## config.mk

```make
export PLATFORM = sky130hd
export DESIGN_NAME = coreaxitoahbl_wstrb_gen
export DESIGN_NICKNAME = d
export VERILOG_FILES = /design/src/rtl/coreaxitoahbl_wstrb_gen_pkg.sv /design/src/rtl/coreaxitoahbl_strb_mask.sv /design/src/rtl/coreaxitoahbl_wstrb_gen.sv
export SDC_FILE = /design/constraint.sdc
export NUM_CORES = 1
export LEC_CHECK = 0
export BUFFER_PORTS_ARGS = -buffer_cell sky130_fd_sc_hd__buf_2
export CAP_MARGIN = 30
export CORE_MARGIN = 2
export CORE_UTILIZATION = 45
export CTS_CLUSTER_SIZE = 14
export DETAILED_ROUTE_END_ITERATION = 8
export HOLD_SLACK_MARGIN = 0.02
export PLACE_DENSITY_LB_ADDON = 0.1
export SETUP_SLACK_MARGIN = 0.1
export SYNTH_ARGS = -nofsm -noshare
export SYNTH_HDL_FRONTEND = slang
export SYNTH_HIERARCHICAL = 1
export SYNTH_SLANG_ARGS = --single-unit
export TNS_END_PERCENT = 100
```

## constraint.sdc

```tcl
create_clock -name ACLK -period 4.6 [get_ports ACLK]
set_clock_uncertainty 0.05 [all_clocks]
set_input_delay 0.46 -clock ACLK [delete_from_list [all_inputs] [get_ports ACLK]]
set_output_delay 0.46 -clock ACLK [all_outputs]
set_load 0.02 [all_outputs]
```

## src/rtl/coreaxitoahbl_wstrb_gen_pkg.sv

```systemverilog
// Shared definitions for the AXI-to-AHB-Lite write-strobe path: strobe index widths,
// FSM encoding and the largest legal burst.
package coreaxitoahbl_wstrb_gen_pkg;

    localparam int unsigned STRB_IDX_W_64   = 3;
    localparam int unsigned STRB_IDX_W_32   = 2;
    localparam int unsigned MAX_BURST_BYTES = 4096;

    typedef enum logic {
        IDLE = 1'b0,
        BEAT = 1'b1
    } state_t;

    function automatic int unsigned strb_idx_w(input int unsigned dwidth);
        return (dwidth == 64) ? STRB_IDX_W_64 : STRB_IDX_W_32;
    endfunction

endpackage

```

## src/rtl/coreaxitoahbl_strb_mask.sv

```systemverilog
// Contiguous byte-lane mask: i_n ones starting at lane i_offset.
module coreaxitoahbl_strb_mask #(
    parameter int STRBW = 8,
    parameter int IDXW  = 3
) (
    input  logic [IDXW-1:0]  i_offset,
    input  logic [3:0]       i_n,
    output logic [STRBW-1:0] o_mask
);

    always_comb begin
        o_mask = '0;
        for (int i = 0; i < STRBW; i++) begin
            if ((i >= int'(i_offset)) && (i < int'(i_offset) + int'(i_n))) begin
                o_mask[i] = 1'b1;
            end
        end
    end

endmodule

```

## src/rtl/coreaxitoahbl_wstrb_gen.sv

```systemverilog
// Burst write-strobe generator: turns (start offset, byte count) into one registered
// contiguous WSTRB mask plus byte count per data beat.
module coreaxitoahbl_wstrb_gen
    import coreaxitoahbl_wstrb_gen_pkg::*;
#(
    parameter int AXI_DWIDTH    = 64,
    parameter int AXI_STRBWIDTH = 8,
    parameter int BYTECNT_WIDTH = 13
) (
    input  logic                     ACLK,
    input  logic                     ARESET,
    input  logic                     reqValid,
    output logic                     reqReady,
    input  logic [2:0]               reqAddr,
    input  logic [BYTECNT_WIDTH-1:0] reqBytes,
    output logic                     beatValid,
    input  logic                     beatReady,
    output logic [AXI_STRBWIDTH-1:0] beatStrb,
    output logic [3:0]               beatBytes,
    output logic                     beatLast,
    output logic                     busy
);

    localparam int IDXW = strb_idx_w(AXI_DWIDTH);

    state_t                     r_state;
    logic [BYTECNT_WIDTH-1:0]   r_remaining;
    logic [AXI_STRBWIDTH-1:0]   r_strb;
    logic [3:0]                 r_bytes;
    logic                       r_last;

    logic [IDXW-1:0]            w_load_off;
    logic [BYTECNT_WIDTH-1:0]   w_load_rem;
    logic [3:0]                 w_room;
    logic [3:0]                 w_n;
    logic                       w_last;
    logic [AXI_STRBWIDTH-1:0]   w_mask;
    logic                       w_unused;

    // Beat outputs are flops, so the next beat is computed ahead of time. The start offset
    // only shapes the first beat; every later beat starts at lane 0, so the offset lives
    // on only inside the registered strobe.
    assign w_load_off = (r_state == IDLE) ? reqAddr[IDXW-1:0] : '0;
    assign w_load_rem = (r_state == IDLE) ? reqBytes
                                          : r_remaining - BYTECNT_WIDTH'(r_bytes);
    assign w_room     = 4'(AXI_STRBWIDTH) - 4'(w_load_off);
    assign w_n        = (w_load_rem < BYTECNT_WIDTH'(w_room)) ? w_load_rem[3:0] : w_room;
    assign w_last     = (w_load_rem == BYTECNT_WIDTH'(w_n));
    assign w_unused   = ^reqAddr;

    coreaxitoahbl_strb_mask #(
        .STRBW (AXI_STRBWIDTH),
        .IDXW  (IDXW)
    ) u_strb_mask (
        .i_offset (w_load_off),
        .i_n      (w_n),
        .o_mask   (w_mask)
    );

    always_ff @(posedge ACLK) begin
        if (ARESET) begin
            r_state     <= IDLE;
            r_remaining <= '0;
            r_strb      <= '0;
            r_bytes     <= '0;
            r_last      <= 1'b0;
        end else begin
            case (r_state)
                IDLE: begin
                    if (reqValid && (reqBytes != '0)) begin
                        r_state     <= BEAT;
                        r_remaining <= w_load_rem;
                        r_strb      <= w_mask;
                        r_bytes     <= w_n;
                        r_last      <= w_last;
                    end
                end
                BEAT: begin
                    if (beatReady) begin
                        if (r_last) begin
                            r_state     <= IDLE;
                            r_remaining <= '0;
                            r_strb      <= '0;
                            r_bytes     <= '0;
                            r_last      <= 1'b0;
                        end else begin
                            r_remaining <= w_load_rem;
                            r_strb      <= w_mask;
                            r_bytes     <= w_n;
                            r_last      <= w_last;
                        end
                    end
                end
            endcase
        end
    end

    assign reqReady  = (r_state == IDLE);
    assign beatValid = (r_state == BEAT);
    assign busy      = (r_state == BEAT);
    assign beatStrb  = r_strb;
    assign beatBytes = r_bytes;
    assign beatLast  = r_last;

endmodule

```

# After elaboration in Yosys (flattened, before gate mapping)
# Index checks and enable logic that the tools add are counted.
[word_totals]
register_bits = 27
latchBits = 0
ramBits = 0
mem_bits_ro = 0
input_bits = 20
out_inout_bits = 16
elab_cells = 69
memories = 0
[classes]
add_sub_neg = 3
multipliers = 0
div = 0
order_cmp = 16
n_eq_ne = 3
n_shift = 0
mux = 31
n_bitwise = 1
reduce_logical = 10
[op_table]
columns = ["op", "count"]
rows = [
  ["4-bit by 32-bit < comparator with 1-bit output, first input constant", 4],
  ["3-bit by 32-bit < comparator with 1-bit output, first input constant", 2],
  ["13-bit 2-to-1 mux", 4],
  ["1-bit by 32-bit < comparator with 1-bit output, first input constant", 1],
  ["2-bit by 32-bit < comparator with 1-bit output, first input constant", 1],
  ["13-bit one-hot mux with 2 select lines", 1],
  ["8-bit 2-to-1 mux", 3],
  ["4-bit 2-to-1 mux", 4],
  ["8-bit one-hot mux with 2 select lines", 1],
  ["1-bit 2-to-1 mux", 14],
  ["13-bit by 4-bit equality test with 1-bit output", 1],
  ["13-bit by 4-bit < comparator with 1-bit output", 1],
  ["13-bit nonzero test", 1],
  ["13-bit by 4-bit subtractor with 13-bit output", 1],
  ["3-bit >= comparator, first input constant", 3],
  ["1-bit logical AND", 8],
  ["4-bit one-hot mux with 2 select lines", 1],
  ["1-bit by 3-bit >= comparator with 1-bit output, first input constant", 2],
  ["2-bit by 3-bit >= comparator with 1-bit output, first input constant", 2],
  ["3-bit by 4-bit adder with 5-bit output", 1],
  ["1-bit one-hot mux with 2 select lines", 2],
  ["4-bit by 3-bit subtractor with 4-bit output, first input constant", 1],
  ["3-bit 2-to-1 mux", 1],
  ["2-bit by 1-bit != test with 1-bit output, second input constant", 1],
  ["3 further kinds", 3],
]

# Depth between registers and ports, before layout
[logic_depth]
word_depth = 11
ltp_mapped = 23
mapped_depth_nobuf = 23

# Cells and area by module
# Netlist, hierarchy kept.
[by_module_without_submodules]
columns = ["module", "instances", "cells_per_inst", "area_per_inst_um2"]
rows = [
  ["coreaxitoahbl_wstrb_gen", 1, 224, 1859.3],
  ["coreaxitoahbl_strb_mask", 1, 36, 272.8],
]

# Worst setup path before layout
# No wires, ideal clock.
[synth_path]
path_kind = "register to register"
startpoint = "register r_state, in the netlist beatValid"
endpoint = "register r_strb[2], in the netlist beatStrb[2]"
setup_time_ns = 0.128
t_arrival_ns = 4.786
path_slack_ns = -0.363
stages_incl_launch_ff = 21
synth_period_minus_slack_ns = 4.963
cell_sequence = "dfxtp_1 > clkbuf_1 > buf_2 > nor2b_1 > inv_1 > ha_1 > xor2_1 > ha_1 > o21ai_0 > a21oi_1 > o21ai_0 > nand2b_1 > nor4_2 > nand2_2 > mux2_4 > fa_1 > or2_1 > a211oi_2 > a221oi_1 > a22oi_1 > nor2_1"
[synth_via]
elab_chain_cells = 11
[synth_lines]
columns = ["item", "line_no", "text"]
rows = [
  ["from (decl)", "coreaxitoahbl_wstrb_gen.sv:26", "state_t r_state;"],
  ["from (signal assigned)", "coreaxitoahbl_wstrb_gen.sv:62", "r_state <= IDLE;"],
  ["from (signal assigned)", "coreaxitoahbl_wstrb_gen.sv:71", "r_state <= BEAT;"],
  ["from (signal assigned)", "coreaxitoahbl_wstrb_gen.sv:81", "r_state <= IDLE;"],
  ["3-bit 2-to-1 mux *", "coreaxitoahbl_wstrb_gen.sv:43", "assign w_load_off = (r_state == IDLE) ? reqAddr[IDXW-1:0] : '0;"],
  ["net w_load_off[1]", "coreaxitoahbl_wstrb_gen.sv:32", "logic [IDXW-1:0] w_load_off;"],
  ["4-bit by 3-bit subtractor with 4-bit output *", "coreaxitoahbl_wstrb_gen.sv:46", "assign w_room = 4'(AXI_STRBWIDTH) - 4'(w_load_off);"],
  ["13-bit by 4-bit < comparator with 1-bit output", "coreaxitoahbl_wstrb_gen.sv:47", "assign w_n = (w_load_rem < BYTECNT_WIDTH'(w_room)) ? w_load_rem[3:0] : w_room;"],
  ["4-bit 2-to-1 mux *", "coreaxitoahbl_wstrb_gen.sv:47", ""],
  ["net w_n[1]", "coreaxitoahbl_wstrb_gen.sv:35", "logic [3:0] w_n;"],
  ["3-bit by 4-bit adder with 5-bit output *", "coreaxitoahbl_strb_mask.sv:14", "if ((i >= int'(i_offset)) && (i < int'(i_offset) + int'(i_n))) begin"],
  ["3-bit by 32-bit < comparator with 1-bit output *", "coreaxitoahbl_strb_mask.sv:14", ""],
  ["1-bit logical AND *", "coreaxitoahbl_strb_mask.sv:14", ""],
  ["1-bit 2-to-1 mux *", "coreaxitoahbl_strb_mask.sv:14", ""],
  ["net w_mask[2]", "coreaxitoahbl_wstrb_gen.sv:37", "logic [AXI_STRBWIDTH-1:0] w_mask;"],
  ["8-bit 2-to-1 mux", "coreaxitoahbl_wstrb_gen.sv:80", "if (r_last) begin"],
  ["8-bit 2-to-1 mux", "coreaxitoahbl_wstrb_gen.sv:79", "if (beatReady) begin"],
  ["8-bit one-hot mux with 2 select lines *", "coreaxitoahbl_wstrb_gen.sv:68", "case (r_state)"],
  ["to (signal assigned)", "coreaxitoahbl_wstrb_gen.sv:73", "r_strb <= w_mask;"],
  ["to (signal assigned)", "coreaxitoahbl_wstrb_gen.sv:88", "r_strb <= w_mask;"],
  ["to (decl)", "coreaxitoahbl_wstrb_gen.sv:28", "logic [AXI_STRBWIDTH-1:0] r_strb;"],
]
# Mark *: on every way through the listed nets, which the timed path passes. The rest lies on a longest branch. The select of a mux whose other input is x is not followed.
# A chain may end at the register's enable or synchronous reset.

# Worst setup path in the final report
[layout_path]
startpoint = "register r_remaining[0]"
endpoint = "register r_strb[5], in the netlist beatStrb[5]"
[layout_via]
elab_chain_cells = 11
[layout_lines]
columns = ["item", "line_no", "text"]
rows = [
  ["from (decl)", "coreaxitoahbl_wstrb_gen.sv:27", "logic [BYTECNT_WIDTH-1:0] r_remaining;"],
  ["from (signal assigned)", "coreaxitoahbl_wstrb_gen.sv:72", "r_remaining <= w_load_rem;"],
  ["from (signal assigned)", "coreaxitoahbl_wstrb_gen.sv:87", "r_remaining <= w_load_rem;"],
  ["13-bit by 4-bit subtractor with 13-bit output *", "coreaxitoahbl_wstrb_gen.sv:45", ": r_remaining - BYTECNT_WIDTH'(r_bytes);"],
  ["13-bit 2-to-1 mux *", "coreaxitoahbl_wstrb_gen.sv:44", "assign w_load_rem = (r_state == IDLE) ? reqBytes"],
  ["13-bit by 4-bit < comparator with 1-bit output", "coreaxitoahbl_wstrb_gen.sv:47", ""],
  ["4-bit 2-to-1 mux *", "coreaxitoahbl_wstrb_gen.sv:47", ""],
  ["net w_n[0]", "coreaxitoahbl_wstrb_gen.sv:35", ""],
  ["3-bit by 4-bit adder with 5-bit output *", "coreaxitoahbl_strb_mask.sv:14", ""],
  ["4-bit by 32-bit < comparator with 1-bit output *", "coreaxitoahbl_strb_mask.sv:14", ""],
  ["1-bit logical AND *", "coreaxitoahbl_strb_mask.sv:14", ""],
  ["1-bit 2-to-1 mux *", "coreaxitoahbl_strb_mask.sv:14", ""],
  ["net w_mask[5]", "coreaxitoahbl_wstrb_gen.sv:37", ""],
  ["8-bit 2-to-1 mux", "coreaxitoahbl_wstrb_gen.sv:80", ""],
  ["8-bit 2-to-1 mux", "coreaxitoahbl_wstrb_gen.sv:79", ""],
  ["8-bit one-hot mux with 2 select lines *", "coreaxitoahbl_wstrb_gen.sv:68", ""],
]
# Marked as above.

==> metrics.yaml <==
route:
  ant_nets: 0
  drcViolationCount: 0
  drt-initial-drc-count: 167
  vias_per_cell: 5.96
  num_vias: 2164
  dr.pass1.iters: 4
  routed_wl_mm: 6.06
  avgRoutedWirePerCell_um: 16.7
critical_path:
  crit_cells: 19
  worst_r2r_startpoint: "r_remaining[0]$_SDFFE_PP0P_"
  reg2reg_depth: 19
  cp.arrival_ns: 4.47
  cp.required_ns: 4.71
  critPathBufInv: 2
  r2r_setup_slack_ns: 0.24
  cp-end-kind: "flip-flop"
  critPathMaxFanout: 7
  cp_cell_sequence: "inv_2 -> ha_4 -> inv_2 -> fa_2 -> a21o_4 -> a211oi_2 -> xor2_1 -> a211o_1 -> nor4_4 -> a21oi_2 -> a31oi_1 -> ha_2 -> fa_2 -> nor3b_2 -> mux2i_1 -> o22ai_2 -> a22oi_1 -> a22oi_1 -> nor2_1"
  max_stage_delay_ns: 0.49
  crit_type: "reg -> reg"
  startpoint: "r_remaining[0]$_SDFFE_PP0P_"
  slowest_stage: "fa_2"
  crit_end: "beatStrb[5]$_SDFFE_PP0P_"
  cp_top_family: "compound AO/OA/AOI/OAI gates"
  worst_setup_path_start_kind: "flip-flop"
  reg2reg_to: "beatStrb[5]$_SDFFE_PP0P_"
clock_tree:
  cts_made_buffers: 3
  cts_hold_buf: 0
  cts.sinks: 27
  cts_root_buffer: "clkbuf_8"
  clk_pin_slew_ns: 0.09
  ctsHtreeMaxLevel: 1
  clk_latency_ns: 0.28
  clockBufferDepth: 2
  cts_tree: "yes"
die:
  core_area_mm2: 0.00463
  initial_core_util_pct: 46.1
  fp.dieH_um: 72.8
  dieArea_mm2: 0.00530
  io_pins: 36
  num_rows: 25
  die_width_um: 72.8
placement:
  gp_congestion: 0.891
  port_buffers: 35
  place_ws_ns: 0.00941
  dp_hpwl_mm: 4.31
synthesis:
  yosys-top-cells-area: "dfxtp_1 (25%), a22oi_1 (7.7%), ha_1 (6.5%)"
  synth_seq_cells: 27
  synth_top_area_share_pct: 25.4
  yosysWarnings: 6
  synth.distinct_cells: 64
  synthTopCellsByCount: "nor2_1 (33), dfxtp_1 (27), a22oi_1 (22), inv_1 (13), a21oi_1 (12)"
  netlist_area_mm2: 0.00213
  synth-main-ff-cell: "dfxtp_1"
  yosysMostFrequentCell: "nor2_1"
  async_flop_share_pct: 0
  synth_edf_count: 0
  synth.largest_area_cell: "dfxtp_1"
  synth_nets: 293
  synth_cells: 260
  syn_area_per_cell_um2: 8.20
  seq_area_frac_synth_pct: 25.4
final_layout:
  area_growth_pct: 26.7
  drive_gt1_share_pct: 37.2
  fin_nets: 343
  final-seq-area_um2: 546
  n_fill_cell: 451
  diodes: 0
  multi_input_area_mm2: 0.00164
power:
  p_leak_nw: 1.15
  p_per_area_mw_per_mm2: 336
  fin_total_pwr_w: 0.000907
  irDropWorstVdd_mv: 0.194
timing:
  fin_ws_ns: 0.240
  tightest_slew_ns: 0.593
  fmax_mhz: 229
  slew_headroom_pct: 60.3
  finalMaxSlewViolations: 0
  setup_viol: 0
  hold_viol: 0
  min_period_over_period_pct: 94.8
  rsz0062_at_grt: "true"
  fin_crit_ns: 4.36
global_routing:
  grt_pass1_wl_mm: 9.78
  track_usage_pct: 23.4
  grt_max_degree: 26
  antenna_found_initial: 0
  grt_pass1_vias: 1957
  overflow: 0
outcome:
  status: "finished, final reports clean"
min_path:
  hp-class: "reg -> reg"
flow_run:
  drv_cap: 0
==> sequential cells by signal (all words and copies together) (netlist names) <==
signal,cells
beatBytes,4
beatLast,1
beatValid,1
r_remaining,13
beatStrb,8
==> through the flow <==
step	TNS (ns)	cells	util, %	instance area [um^2]	hold slack [ns]
global route	-0.151	363	58.4	2700	0.454
global placement	0	352	53.2	2460	0.403
detailed placement	0	352	53.2	2460	0.409
CTS	0	356	54.8	2540	0.427
finish	0	363	58.4	2700	0.422
floorplan	0	260	-	2160	0.405
==> kinds of logic (layout without fill, tap and decap cells) <==
logic type	Yosys count	after routing	synth area share, %
adders and majority gates	13	13	8.33
and+or+nand+nor	96	96	25.4
AOI/OAI and AO/OA	83	83	29.8
muxes	4	4	2.17
DFF	27	27	25.4
xor gates and xnor gates	9	9	3.70
buffers and inverters	28	77	5.34
==> cell usage in the layout, fill, tap and decap left out, types with 3 or more instances in the layout <==
cell type,instances
nand2_1,10
nand3b_1,3
a31oi_1,7
a21oi_2,5
a21o_1,6
a21oi_1,8
nor3_1,4
xnor2_1,5
o21ai_1,5
or3_1,5
a32o_1,3
dfxtp_2,4
inv_1,8
a22oi_1,22
dfxtp_1,23
inv_2,7
ha_4,4
clkbuf_8,3
buf_2,35
nor2b_1,6
nor2_1,33
ha_1,5
buf_4,23
a211oi_2,3
nand3_1,4
nand4_1,4
xor2_1,3
==> area by class of cell <==
cell class | count | area share, %
Sequential cell | 27 | 20.2
Multi-Input combinational cell | 205 | 60.7
Inverter | 15 | 2.08
Timing Repair Buffer | 58 | 12.9
Tap cell | 54 | 2.50
Clock buffer | 4 | 1.67
==> power breakdown <==
group          switching, W  total [W]  internal, W
clock             0.0000789   0.000141    0.0000623
combinational      0.000267   0.000485     0.000218
sequential        0.0000221   0.000280     0.000258
==> worst min-delay path, delay by kind of cell, from the launching register on <==
family	cells	cell delay, ns
AND/OR/NAND/NOR	2	0.10
flip-flops	1	0.34
==> routing by layer <==
metal	track usage [%]	vias up	wire [um]	share of wire [%]
li1	-	1074	-	-
met1	34.7	1022	2850	47
met2	36.7	60	2880	48
met3	2.21	8	266	4.4
met4	5.56	0	64	1.1
met5	0	-	0	0
==> repair_timing <==
item	CTS	global route
resized for setup	7	32
buffers inserted	0	7
pin swaps	2	28
setup endpoints to repair	7	8
==> how the worst min path moves through the flow <==
stage | slack [ns] | from | cells past startpoint | to
CTS | 0.43 | beatLast$_SDFFE_PP0P_ | 2 | beatLast$_SDFFE_PP0P_
detailed placement | 0.41 | beatLast$_SDFFE_PP0P_ | 2 | beatLast$_SDFFE_PP0P_
global route | 0.45 | beatReady | 4 | beatValid$_SDFF_PP0_
finish | 0.42 | beatLast$_SDFFE_PP0P_ | 2 | beatLast$_SDFFE_PP0P_
global placement | 0.40 | beatLast$_SDFFE_PP0P_ | 2 | beatLast$_SDFFE_PP0P_
floorplan | 0.41 | r_remaining[0]$_SDFFE_PP0P_ | 2 | r_remaining[0]$_SDFFE_PP0P_
No activity file was read; power rests on OpenSTA's default activity.
